## src/rtl/mode2_sub_ctrl_pkg.sv

```systemverilog
// rtl/mode2_sub_ctrl_pkg.sv - shared widths, state encoding and latency default for the mode-2 subtract controller
package mode2_sub_ctrl_pkg;

  // Half-precision operand layout shared with the softmax datapath.
  localparam int MANTISSA  = 10;
  localparam int EXPONENT  = 5;
  localparam int DATAWIDTH = 1 + EXPONENT + MANTISSA;

  // Controller state encoding.
  localparam logic [1:0] M2S_IDLE  = 2'd0;
  localparam logic [1:0] M2S_RUN   = 2'd1;
  localparam logic [1:0] M2S_DRAIN = 2'd2;
  localparam logic [1:0] M2S_DONE  = 2'd3;

  // Default register depth of the subtract datapath (0 = combinational).
  localparam int M2S_SUB_LATENCY = 0;

  typedef enum logic [1:0] {
    ST_IDLE  = M2S_IDLE,
    ST_RUN   = M2S_RUN,
    ST_DRAIN = M2S_DRAIN,
    ST_DONE  = M2S_DONE
  } m2s_state_t;

endpackage

```

## src/rtl/mode2_sub_valid_pipe.sv

```systemverilog
// rtl/mode2_sub_valid_pipe.sv - {valid, offset} delay line tracking words through the read and subtract stages
module mode2_sub_valid_pipe #(
  parameter int DEPTH = 1,
  parameter int OW    = 8
) (
  input  logic          clk,
  input  logic          reset_n,
  input  logic          en,
  input  logic          in_valid,
  input  logic [OW-1:0] in_offset,
  output logic          out_valid,
  output logic [OW-1:0] out_offset,
  output logic          any_valid,
  output logic          upstream_valid
);

  logic [DEPTH-1:0] valid_q, valid_d;
  logic [OW-1:0]    offset_q [DEPTH];
  logic [OW-1:0]    offset_d [DEPTH];

  // Shift one stage per enabled cycle; hold everything otherwise.
  always_comb begin
    valid_d  = valid_q;
    offset_d = offset_q;
    if (en) begin
      valid_d[0]  = in_valid;
      offset_d[0] = in_offset;
      for (int i = 1; i < DEPTH; i++) begin
        valid_d[i]  = valid_q[i-1];
        offset_d[i] = offset_q[i-1];
      end
    end
  end

  // Stage registers, cleared asynchronously so a reset abandons in-flight words.
  always_ff @(posedge clk or negedge reset_n) begin
    if (!reset_n) begin
      valid_q <= '0;
      for (int i = 0; i < DEPTH; i++) offset_q[i] <= '0;
    end else begin
      valid_q  <= valid_d;
      offset_q <= offset_d;
    end
  end

  // Any valid entry short of the output stage means the pass is not yet drained.
  always_comb begin
    upstream_valid = 1'b0;
    for (int i = 0; i < DEPTH - 1; i++) upstream_valid = upstream_valid | valid_q[i];
  end

  assign any_valid  = |valid_q;
  assign out_valid  = valid_q[DEPTH-1];
  assign out_offset = offset_q[DEPTH-1];

endmodule

```

## src/rtl/mode2_sub_ctrl.sv

```systemverilog
// rtl/mode2_sub_ctrl.sv - mode-2 subtract pass sequencer; optional stall counter under MODE2_SUB_CTRL_PERF_EN
module mode2_sub_ctrl
  import mode2_sub_ctrl_pkg::*;
#(
  parameter int ADDRWIDTH   = 8,
  parameter int SUB_LATENCY = M2S_SUB_LATENCY
) (
  input  logic                 clk,
  input  logic                 reset_n,
  input  logic                 start,
  input  logic [ADDRWIDTH:0]   vec_len,
  input  logic [ADDRWIDTH-1:0] rd_base,
  input  logic [ADDRWIDTH-1:0] wr_base,
  input  logic [DATAWIDTH-1:0] max_in,
  input  logic                 out_ready,
  output logic                 rd_en,
  output logic [ADDRWIDTH-1:0] rd_addr,
  output logic [DATAWIDTH-1:0] sub_b,
  output logic                 sub_en,
  output logic                 wr_en,
  output logic [ADDRWIDTH-1:0] wr_addr,
  output logic                 busy,
`ifdef MODE2_SUB_CTRL_PERF_EN
  output logic [15:0]          stall_cycles,
`endif
  output logic                 done
);

  localparam int DEPTH = 1 + SUB_LATENCY;

  m2s_state_t           state_q, state_d;
  logic [ADDRWIDTH-1:0] rd_base_q, rd_base_d;
  logic [ADDRWIDTH-1:0] wr_base_q, wr_base_d;
  logic [DATAWIDTH-1:0] max_q, max_d;
  logic [ADDRWIDTH:0]   len_q, len_d;
  logic [ADDRWIDTH:0]   issued_q, issued_d;
  logic                 issue;
  logic                 pipe_out_valid;
  logic [ADDRWIDTH-1:0] pipe_out_offset;
  logic                 pipe_any_valid;
  logic                 pipe_upstream_valid;

  // Next-state, operand latching and read issue.
  always_comb begin
    state_d   = state_q;
    rd_base_d = rd_base_q;
    wr_base_d = wr_base_q;
    max_d     = max_q;
    len_d     = len_q;
    issued_d  = issued_q;
    issue     = 1'b0;
    case (state_q)
      ST_IDLE: begin
        if (start) begin
          if (vec_len != '0) begin
            rd_base_d = rd_base;
            wr_base_d = wr_base;
            max_d     = max_in;
            len_d     = vec_len;
            issued_d  = '0;
            state_d   = ST_RUN;
          end else begin
            state_d = ST_DONE;
          end
        end
      end
      ST_RUN: begin
        if (out_ready) begin
          issue    = 1'b1;
          issued_d = issued_q + 1'b1;
          if (issued_q == len_q - 1'b1) state_d = ST_DRAIN;
        end
      end
      ST_DRAIN: begin
        // Leave once the last word is either gone or being written this cycle.
        if (!pipe_any_valid || (out_ready && !pipe_upstream_valid)) state_d = ST_DONE;
      end
      ST_DONE: state_d = ST_IDLE;
      default: state_d = ST_IDLE;
    endcase
  end

  // State and latched pass parameters.
  always_ff @(posedge clk or negedge reset_n) begin
    if (!reset_n) begin
      state_q   <= ST_IDLE;
      rd_base_q <= '0;
      wr_base_q <= '0;
      max_q     <= '0;
      len_q     <= '0;
      issued_q  <= '0;
    end else begin
      state_q   <= state_d;
      rd_base_q <= rd_base_d;
      wr_base_q <= wr_base_d;
      max_q     <= max_d;
      len_q     <= len_d;
      issued_q  <= issued_d;
    end
  end

  mode2_sub_valid_pipe #(
    .DEPTH(DEPTH),
    .OW   (ADDRWIDTH)
  ) u_valid_pipe (
    .clk           (clk),
    .reset_n       (reset_n),
    .en            (out_ready),
    .in_valid      (issue),
    .in_offset     (issued_q[ADDRWIDTH-1:0]),
    .out_valid     (pipe_out_valid),
    .out_offset    (pipe_out_offset),
    .any_valid     (pipe_any_valid),
    .upstream_valid(pipe_upstream_valid)
  );

  assign busy    = (state_q != ST_IDLE);
  assign done    = (state_q == ST_DONE);
  assign rd_en   = issue;
  assign rd_addr = rd_base_q + issued_q[ADDRWIDTH-1:0];
  assign sub_b   = max_q;
  assign sub_en  = busy & out_ready;
  assign wr_en   = pipe_out_valid & out_ready;
  assign wr_addr = wr_base_q + pipe_out_offset;

`ifdef MODE2_SUB_CTRL_PERF_EN
  logic [15:0] stall_q, stall_d;

  // Saturating count of busy cycles lost to backpressure.
  always_comb begin
    stall_d = stall_q;
    if (state_q == ST_IDLE && start) stall_d = '0;
    else if (busy && !out_ready && stall_q != 16'hFFFF) stall_d = stall_q + 16'd1;
  end

  // Stall counter register.
  always_ff @(posedge clk or negedge reset_n) begin
    if (!reset_n) stall_q <= '0;
    else          stall_q <= stall_d;
  end

  assign stall_cycles = stall_q;
`endif

endmodule

```

## config.mk

```make
export PLATFORM = sky130hd
export DESIGN_NAME = mode2_sub_ctrl
export DESIGN_NICKNAME = d
export VERILOG_FILES = /design/src/rtl/mode2_sub_ctrl_pkg.sv /design/src/rtl/mode2_sub_valid_pipe.sv /design/src/rtl/mode2_sub_ctrl.sv
export SDC_FILE = /design/constraint.sdc
export NUM_CORES = 1
export LEC_CHECK = 0
export ABC_AREA = 1
export CAP_MARGIN = 20
export CORE_UTILIZATION = 51
export CTS_CLUSTER_SIZE = 40
export DETAILED_ROUTE_END_ITERATION = 8
export GPL_TIMING_DRIVEN = 0
export PLACE_DENSITY = 0.85
export SYNTH_ARGS = -nofsm -noshare
export SYNTH_HDL_FRONTEND = slang
export SYNTH_SLANG_ARGS = --single-unit
```

## constraint.sdc

```tcl
create_clock -name clk -period 2.3 [get_ports clk]
set_input_delay 0.23 -clock clk [delete_from_list [all_inputs] [get_ports clk]]
set_output_delay 0.23 -clock clk [all_outputs]
set_load 0.01 [all_outputs]
```

==> results.tsv, run 1 <==
stage	metric	value	unit
status	status	finished with violations	
status	failing checks	negative setup slack	
placement	DP Area	0.00453	mm²
detailed_routing	First-pass DRT Iterations	4	
placement	placed insts	620	
die	initial core utilization	52.9	%
yosys	simple-gate share of the synthesized area	21.8	%
timing	clk_skew	10.5	ps
placement	routability cong.	0.866	
placement	IO Port Bufs	80	
timing	RSZ-0062 raised after global routing	true	
timing	Max Fclk	0.426	GHz
layout	commonest non-fill, non-tap cells in the layout	nand2_1 (105), inv_1 (65), clkdlybuf4s50_1 (65)	
layout	area growth from synthesis to layout	33.9	%
detailed_routing	vias after detailed routing	3291	
cts	H-tree Lvls	3	
placement	HPWL after DPL	6410	µm
timing	Final Hold Fails	0	
cts	clock edge transition at the registers on the reported setup and hold paths	70	ps
critical_path	WP data required	2070	ps
detailed_routing	WL/cell	13.7	µm
cts	TritonCTS Buffers	9	
timing	Worst Max-Slew Pin Slew	651	ps
min_path	Hold WC Path Type	input port to flip-flop	
critical_path	crit path DAT	2120	ps
grt	first-pass GRT wire length	14600	µm
timing	Final Max Tran Viols	0	
timing	final setup fails	1	
yosys	adder-cell share of the synthesized area	8.08	%
timing	Final TNS setup	-46.5	ps
power_and_ir_drop	VDD IR max	605	µV
power_and_ir_drop	leakage	2.45	nW
critical_path	r2r worst-path depth	10	
layout	Final #Nets	608	
yosys	largest area contributor in the netlist	dfrtp_1	
yosys	post-synthesis xor/xnor area fraction	6.34	%
power_and_ir_drop	Pwr Total	5.52	mW
cts	CTS Sinks	61	
power_and_ir_drop	Pwr Density	1150	mW/mm²
die	Core Area	0.00679	mm²
layout	Final Instance Count excl. Fillers	641	
cts	TritonCTS clock tree	yes	
die	die area	0.00738	mm²
layout	commonest non-fill, non-tap cell in the layout	nand2_1	
critical_path	nature of the critical path endpoint	primary output	
layout	Fillers	556	
timing	final worst slack	-46.5	ps
yosys	Synth Warn #	0	
layout	layout cells sized above 1	14.1	%
grt	Total GRT Usage	25.6	%
yosys	post-synthesis sequential element count	61	
yosys	Syn Inst Count	443	
yosys	Synth area leaders	dfrtp_1 (43%), nand2_1 (11%), ha_1 (7.0%), inv_1 (6.9%), o21ai_0 (6.0%)	
cts	clk buf depth	2	
critical_path	CP Max Fanout	2	
detailed_routing	number of nets still failing antenna checks after routing	0	
yosys	EDFF count, synth	0	
timing	fin crit period	2350	ps
yosys	share of the synthesized area in the top cell type	42.5	%
die	die width	85.9	µm
flow_run	maxcap violations	0	
yosys	Post-synth ARST share	100	%
detailed_routing	iteration-0 DRC count of the detailed router	194	
cts	Clk Tree Root Cell	clkbuf_8	
yosys	Netlist cell types	36	
die	IO Pins	82	
detailed_routing	DR vias/cell	5.13	
layout	n_diodes	0	
yosys	ys flop type	dfrtp_1	
layout	Design Area, Final	0.00481	mm²
timing	Slew HR	56.6	%
grt	largest net degree at the start of global routing	35	
yosys	post-synthesis cell area	0.00359	mm²
detailed_routing	DR DRC count	0	
grt	vias in the first global route	3269	
timing	fin crit share	102	%
yosys	compound-cell area share of the yosys netlist	11.0	%
yosys	Mean Syn Cell Area	8.11	µm²
critical_path	Setup crit start kind	flip-flop	
detailed_routing	total routed wirelength	8780	µm
yosys	sequential area share after synthesis	42.5	%
yosys	fraction of synthesized area in multiplexers	0	%
cts	clock latency on the worst-skew pair	340	ps
critical_path	critical path class	flip-flop to primary output	
yosys	largest family of logic cells by synthesized area	simple AND/OR/NAND/NOR gates	
die	Cell Rows	30	
grt	initial antenna violation count	0	
min_path	hold depth	3	
die	die height	85.9	µm
grt	GR Overflow Total	0	
yosys	Mapped Nets	510	
[stage by stage]
stage                     hold slack, ps  util [%]  setup WS [ps]
after floorplan                    -65.6         -            333
after global placement               465      66.4           -932
after detailed placement             297      66.6           -425
after CTS                            215      70.3          -18.7
after global routing                 221      70.8           -124
final                                219      70.8          -46.5
[logic make-up after synthesis]
kind of cell               after synthesis
DFF                                     61
buffers and inverters                   86
AOI/OAI and AO/OA                       75
and+or+nand+nor                        173
adders and majority gates               22
xor gates and xnor gates                26
[cells in the mapped netlist, types with 3 or more instances]
| cell | count |
|---|---|
| ha_1 | 20 |
| xor2_1 | 17 |
| nand2_1 | 105 |
| xnor2_1 | 9 |
| dfrtp_1 | 61 |
| or2_2 | 6 |
| inv_1 | 66 |
| buf_2 | 8 |
| nand3_1 | 17 |
| inv_2 | 4 |
| a21oi_1 | 20 |
| o21ai_0 | 43 |
| buf_4 | 3 |
| o21ai_1 | 5 |
| nor2_1 | 27 |
| nand4_1 | 7 |
[cell type report]
| cell class | count | area (µm²) | share of cell area (%) |
|---|---|---|---|
| buffer | 16 | 104 | 2.16 |
| clock buffer | 14 | 173 | 3.59 |
| clock inverter | 1 | 5.00 | 0.104 |
| inverter | 70 | 263 | 5.46 |
| multi-input combinational | 296 | 1770 | 36.8 |
| sequential | 61 | 1530 | 31.9 |
| tap | 96 | 120 | 2.50 |
| timing repair buffer | 87 | 845 | 17.6 |
[path summary, 6_finish.rpt]
kind,to,slack (ps),startpoint
max,wr_addr[6],-50,wr_base_q[0]$_DFFE_PN0P_
min,u_valid_pipe.out_offset[4]$_DFFE_PN0P_,220,out_ready
max reg2reg,issued_q[6]$_DFFE_PN0P_,380,state_q[1]$_DFFE_PN0P_
min reg2reg,u_valid_pipe.out_offset[5]$_DFFE_PN0P_,480,u_valid_pipe.out_offset[5]$_DFFE_PN0P_
max in group asynchronous,issued_q[2]$_DFFE_PN0P_,1240,reset_n
min in group asynchronous,issued_q[3]$_DFFE_PN0P_,450,reset_n
[report_power, final]
group	switching, mW	leakage (nW)	internal, mW	total [mW]
clock network	0.400	0.0926	0.473	0.873
logic	1.50	1.60	1.34	2.84
registers	0.326	0.761	1.48	1.81
[worst max-delay path, stage by stage, from the launching register on]
cell     delay [ps]
dfrtp_1         390
ha_2            200
inv_2            40
fa_2            390
o21ai_4         180
a21oi_2          70
nor2_1          100
nor2_1           60
xnor2_1         170
buf_2           160
[registers in the layout, summed over array words and instances, names as in the netlist]
name	flops
len_q	9
rd_base_q	8
state_q	2
issued_q	9
sub_b	16
u_valid_pipe.any_valid	1
wr_base_q	8
u_valid_pipe.out_offset	8
[per-layer routing]
metal  vias up  track usage (%)  routed length, µm  share of wire (%)
met1      1558             31.4               3810                 43
met2       112             42.9               4300                 49
met4         0             15.0                281                3.2
met5         -                0                  0                  0
met3        25             4.14                398                4.5
li1       1596                -                  -                  -
[repair_timing]
item                       CTS  global route
hold buffers                 1             0
pin swaps                    4             5
setup endpoints to repair   13            10
hold endpoints to repair    27             0
resized for setup           31            16
setup buffers                3             2
No activity file was read; power rests on OpenSTA's default activity.
==> run 2: changes to the inputs <==
- CORE_UTILIZATION: 51 -> 35
- PLACE_DENSITY: 0.85 -> 0.63
==> run 2 against run 1 <==
Effect of this change: the run now ends clean; register-to-register slack better by 40 ps; die area is 45% higher; final cell count is 6.4% higher; global-route usage is 7.7 points lower; clock skew is 1.3 ps lower; sequential power hardly changed; setup slack better by 60 ps; core utilization is 21 points lower; critical endpoint unchanged; largest power group unchanged.
==> results.tsv, run 2 (synthesis gave the netlist of run 1 again) <==
stage	metric	value	unit	change
detailed_routing	number of nets still failing antenna checks after routing	0		unchanged
min_path	HP Start	out_ready		
power_and_ir_drop	Psw	2.25	mW	+0.83%
min_path	hold depth	3		unchanged
placement	DP Area	0.00457	mm²	+1.0%
layout	n_diodes	0		unchanged
detailed_routing	vias after detailed routing	3141		-4.6%
flow_run	maxcap violations	0		unchanged
detailed_routing	DR vias/cell	4.61		-10%
detailed_routing	DR DRC count	0		unchanged
detailed_routing	First-pass DRT Iterations	4		unchanged
power_and_ir_drop	VDD IR max	473	µV	-22%
layout	Multi-input gate area	0.00177	mm²	+0.35%
cts	TritonCTS Buffers	9		unchanged
critical_path	WP data required	2070	ps	about the same
cts	clock latency on the worst-skew pair	340	ps	about the same
timing	Worst Max-Slew Pin Slew	736	ps	+84.7 ps
min_path	hold path endpoint	u_valid_pipe.out_offset[7]$_DFFE_PN0P_		
timing	Final Hold Fails	0		unchanged
grt	Total GRT Usage	17.9	%	-7.7 points
power_and_ir_drop	Pwr Density	1150	mW/mm²	-0.14%
timing	Final Max Tran Viols	0		unchanged
critical_path	nature of the critical path endpoint	primary output		
grt	vias in the first global route	3072		-6.0%
timing	clk_skew	9.19	ps	-1.31 ps
layout	Final Instance Count excl. Fillers	682		+6.4%
critical_path	crit path DAT	2060	ps	-60 ps
power_and_ir_drop	Switching Fraction	39.9	%	-0.42 points
timing	final setup fails	0		-1
cts	CTS Sinks	61		unchanged
die	initial core utilization	36.4	%	-16 points
placement	IO Port Bufs	80		unchanged
die	Core Area	0.00986	mm²	+45%
layout	Largest register FFs	16		unchanged
critical_path	r2r worst-path depth	9		-1
detailed_routing	WL/cell	12.8	µm	-6.5%
layout	Final #Nets	611		+0.49%
power_and_ir_drop	sequential group share of total power	31.9	%	-0.8 points
cts	Clk Tree Root Cell	clkbuf_8		
status	status	completed		
layout	Fillers	966		+74%
layout	commonest non-fill, non-tap cells in the layout	nand2_1 (104), inv_1 (65), clkdlybuf4s50_1 (65)		
cts	TritonCTS clock tree	yes		
power_and_ir_drop	Pwr Total	5.63	mW	+1.9%
timing	fin crit period	2290	ps	-60.1 ps
timing	RSZ-0062 raised after global routing	true		
die	die height	103	µm	+20%
layout	Register Area	0.00153	mm²	unchanged
critical_path	worst reg2reg startpoint	state_q[1]$_DFFE_PN0P_		
power_and_ir_drop	leakage	2.46	nW	+0.47%
layout	commonest non-fill, non-tap cell in the layout	nand2_1		
power_and_ir_drop	combinational share of power	50.8	%	-0.7 points
grt	GR Overflow Total	0		unchanged
timing	Final TNS setup	0	ps	+46.5 ps
critical_path	Critical R2R Capture	issued_q[4]$_DFFE_PN0P_		
cts	clk buf depth	2		unchanged
critical_path	Setup crit start kind	flip-flop		
timing	Max Fclk	0.437	GHz	+2.6%
die	die width	103	µm	+20%
die	Cell Rows	36		+20%
cts	clock edge transition at the registers on the reported setup and hold paths	80	ps	about the same
min_path	Hold WC Path Type	input port to flip-flop		
detailed_routing	iteration-0 DRC count of the detailed router	169		-13%
placement	routability cong.	0.838		-3.2%
placement	HPWL after DPL	6530	µm	+1.8%
layout	layout cells sized above 1	15.1	%	+0.99 points
grt	first-pass GRT wire length	14300	µm	-1.6%
power_and_ir_drop	clock share of power	17.3	%	+1.5 points
critical_path	Reg2Reg Setup Slack	420	ps	+40 ps
layout	area growth from synthesis to layout	36.6	%	
grt	largest net degree at the start of global routing	33		-5.7%
die	IO Pins	82		unchanged
detailed_routing	total routed wirelength	8740	µm	-0.47%
placement	placed insts	657		+6.0%
power_and_ir_drop	Internal Power	3.38	mW	+2.6%
critical_path	critical path class	flip-flop to primary output		
cts	H-tree Lvls	3		unchanged
die	die area	0.0107	mm²	+45%
layout	Design Area, Final	0.00491	mm²	+2.0%
timing	fin crit share	99.4	%	-2.6 points
grt	initial antenna violation count	0		unchanged
timing	Slew HR	50.9	%	-5.6 points
critical_path	CP Max Fanout	2		unchanged
## run 2: cell types whose count changed in the layout (fill, tap and decap cells not counted), sizes merged
cell          previous run  this run
buf                     22        25
bufinv                   0         1
clkbuf                  19        15
clkinv                   1         0
clkinvlp                 0         4
dlygate4sd2              4         6
dlymetal6s2s             4         3
## run 2: stage by stage
stage          worst slack [ps]  utilization (%)  hold WS (ps)
4_1_cts                   -54.2             49.4           192
6_report                   13.6             49.7           211
3_3_place_gp              -1010             46.2           469
5_1_grt                   -86.7             49.7           225
2_1_floorplan               333                -         -65.6
3_5_place_dp               -387             46.4           331
## run 2: critical path, cell delays in order, from the launching register on
cell and delay (ps):
dfrtp_1 380, ha_2 200, inv_2 40, fa_2 360
o21ai_2 180, a21oi_2 70, nor2_1 90, nor2_1 60
xnor2_1 170, buf_2 160
## run 2: metal layers
layer  vias up  GRT usage (%)  share of wire, %  wire length, µm
li1       1601              -                 -                -
met1      1460           23.1                47             4080
met2        73           30.0                49             4260
met3         7           2.82               3.7              327
met4         0           7.58              0.92               80
met5         -              0                 0                0
## run 2: worst max-delay path by stage
stage	cells past startpoint	slack (ps)	start	endpoint
floorplan	8	330	issued_q[0]$_DFFE_PN0P_	rd_addr[6]
global placement	1	-1010	reset_n	sub_b[3]$_DFFE_PN0P_
detailed placement	9	-390	issued_q[0]$_DFFE_PN0P_	rd_addr[6]
CTS	9	-50	issued_q[0]$_DFFE_PN0P_	rd_addr[6]
global route	9	-90	wr_base_q[0]$_DFFE_PN0P_	wr_addr[6]
finish	9	10	wr_base_q[0]$_DFFE_PN0P_	wr_addr[6]
## run 2: power by group through the flow
stage | clock network, mW | logic [mW] | registers (mW)
4_1_cts | 0.999 | 2.86 | 1.80
3_3_place_gp | 0 | 2.72 | 1.81
3_5_place_dp | 0 | 2.79 | 1.82
6_report | 0.972 | 2.86 | 1.79
2_1_floorplan | 0 | 1.56 | 1.80
5_1_grt | 1.05 | 3.21 | 1.85
## run 2: cell type report
type / count / share of cell area, %
buffer: 16 / 2.12
clock buffer: 11 / 2.88
clock inverter: 5 / 1.22
inverter: 70 / 5.36
multi-input combinational: 296 / 36.2
sequential: 61 / 31.2
tap: 133 / 3.39
timing repair buffer: 90 / 17.6
## run 2: timing repair
item | 4_1_cts | 5_1_grt
setup buffers | 5 | 3
gates cloned | 0 | 0
hold buffers | 1 | 0
endpoints found under the setup margin | 12 | 10
pin swaps | 3 | 4
gates resized for setup | 30 | 16
endpoints found under the hold margin | 31 | 0
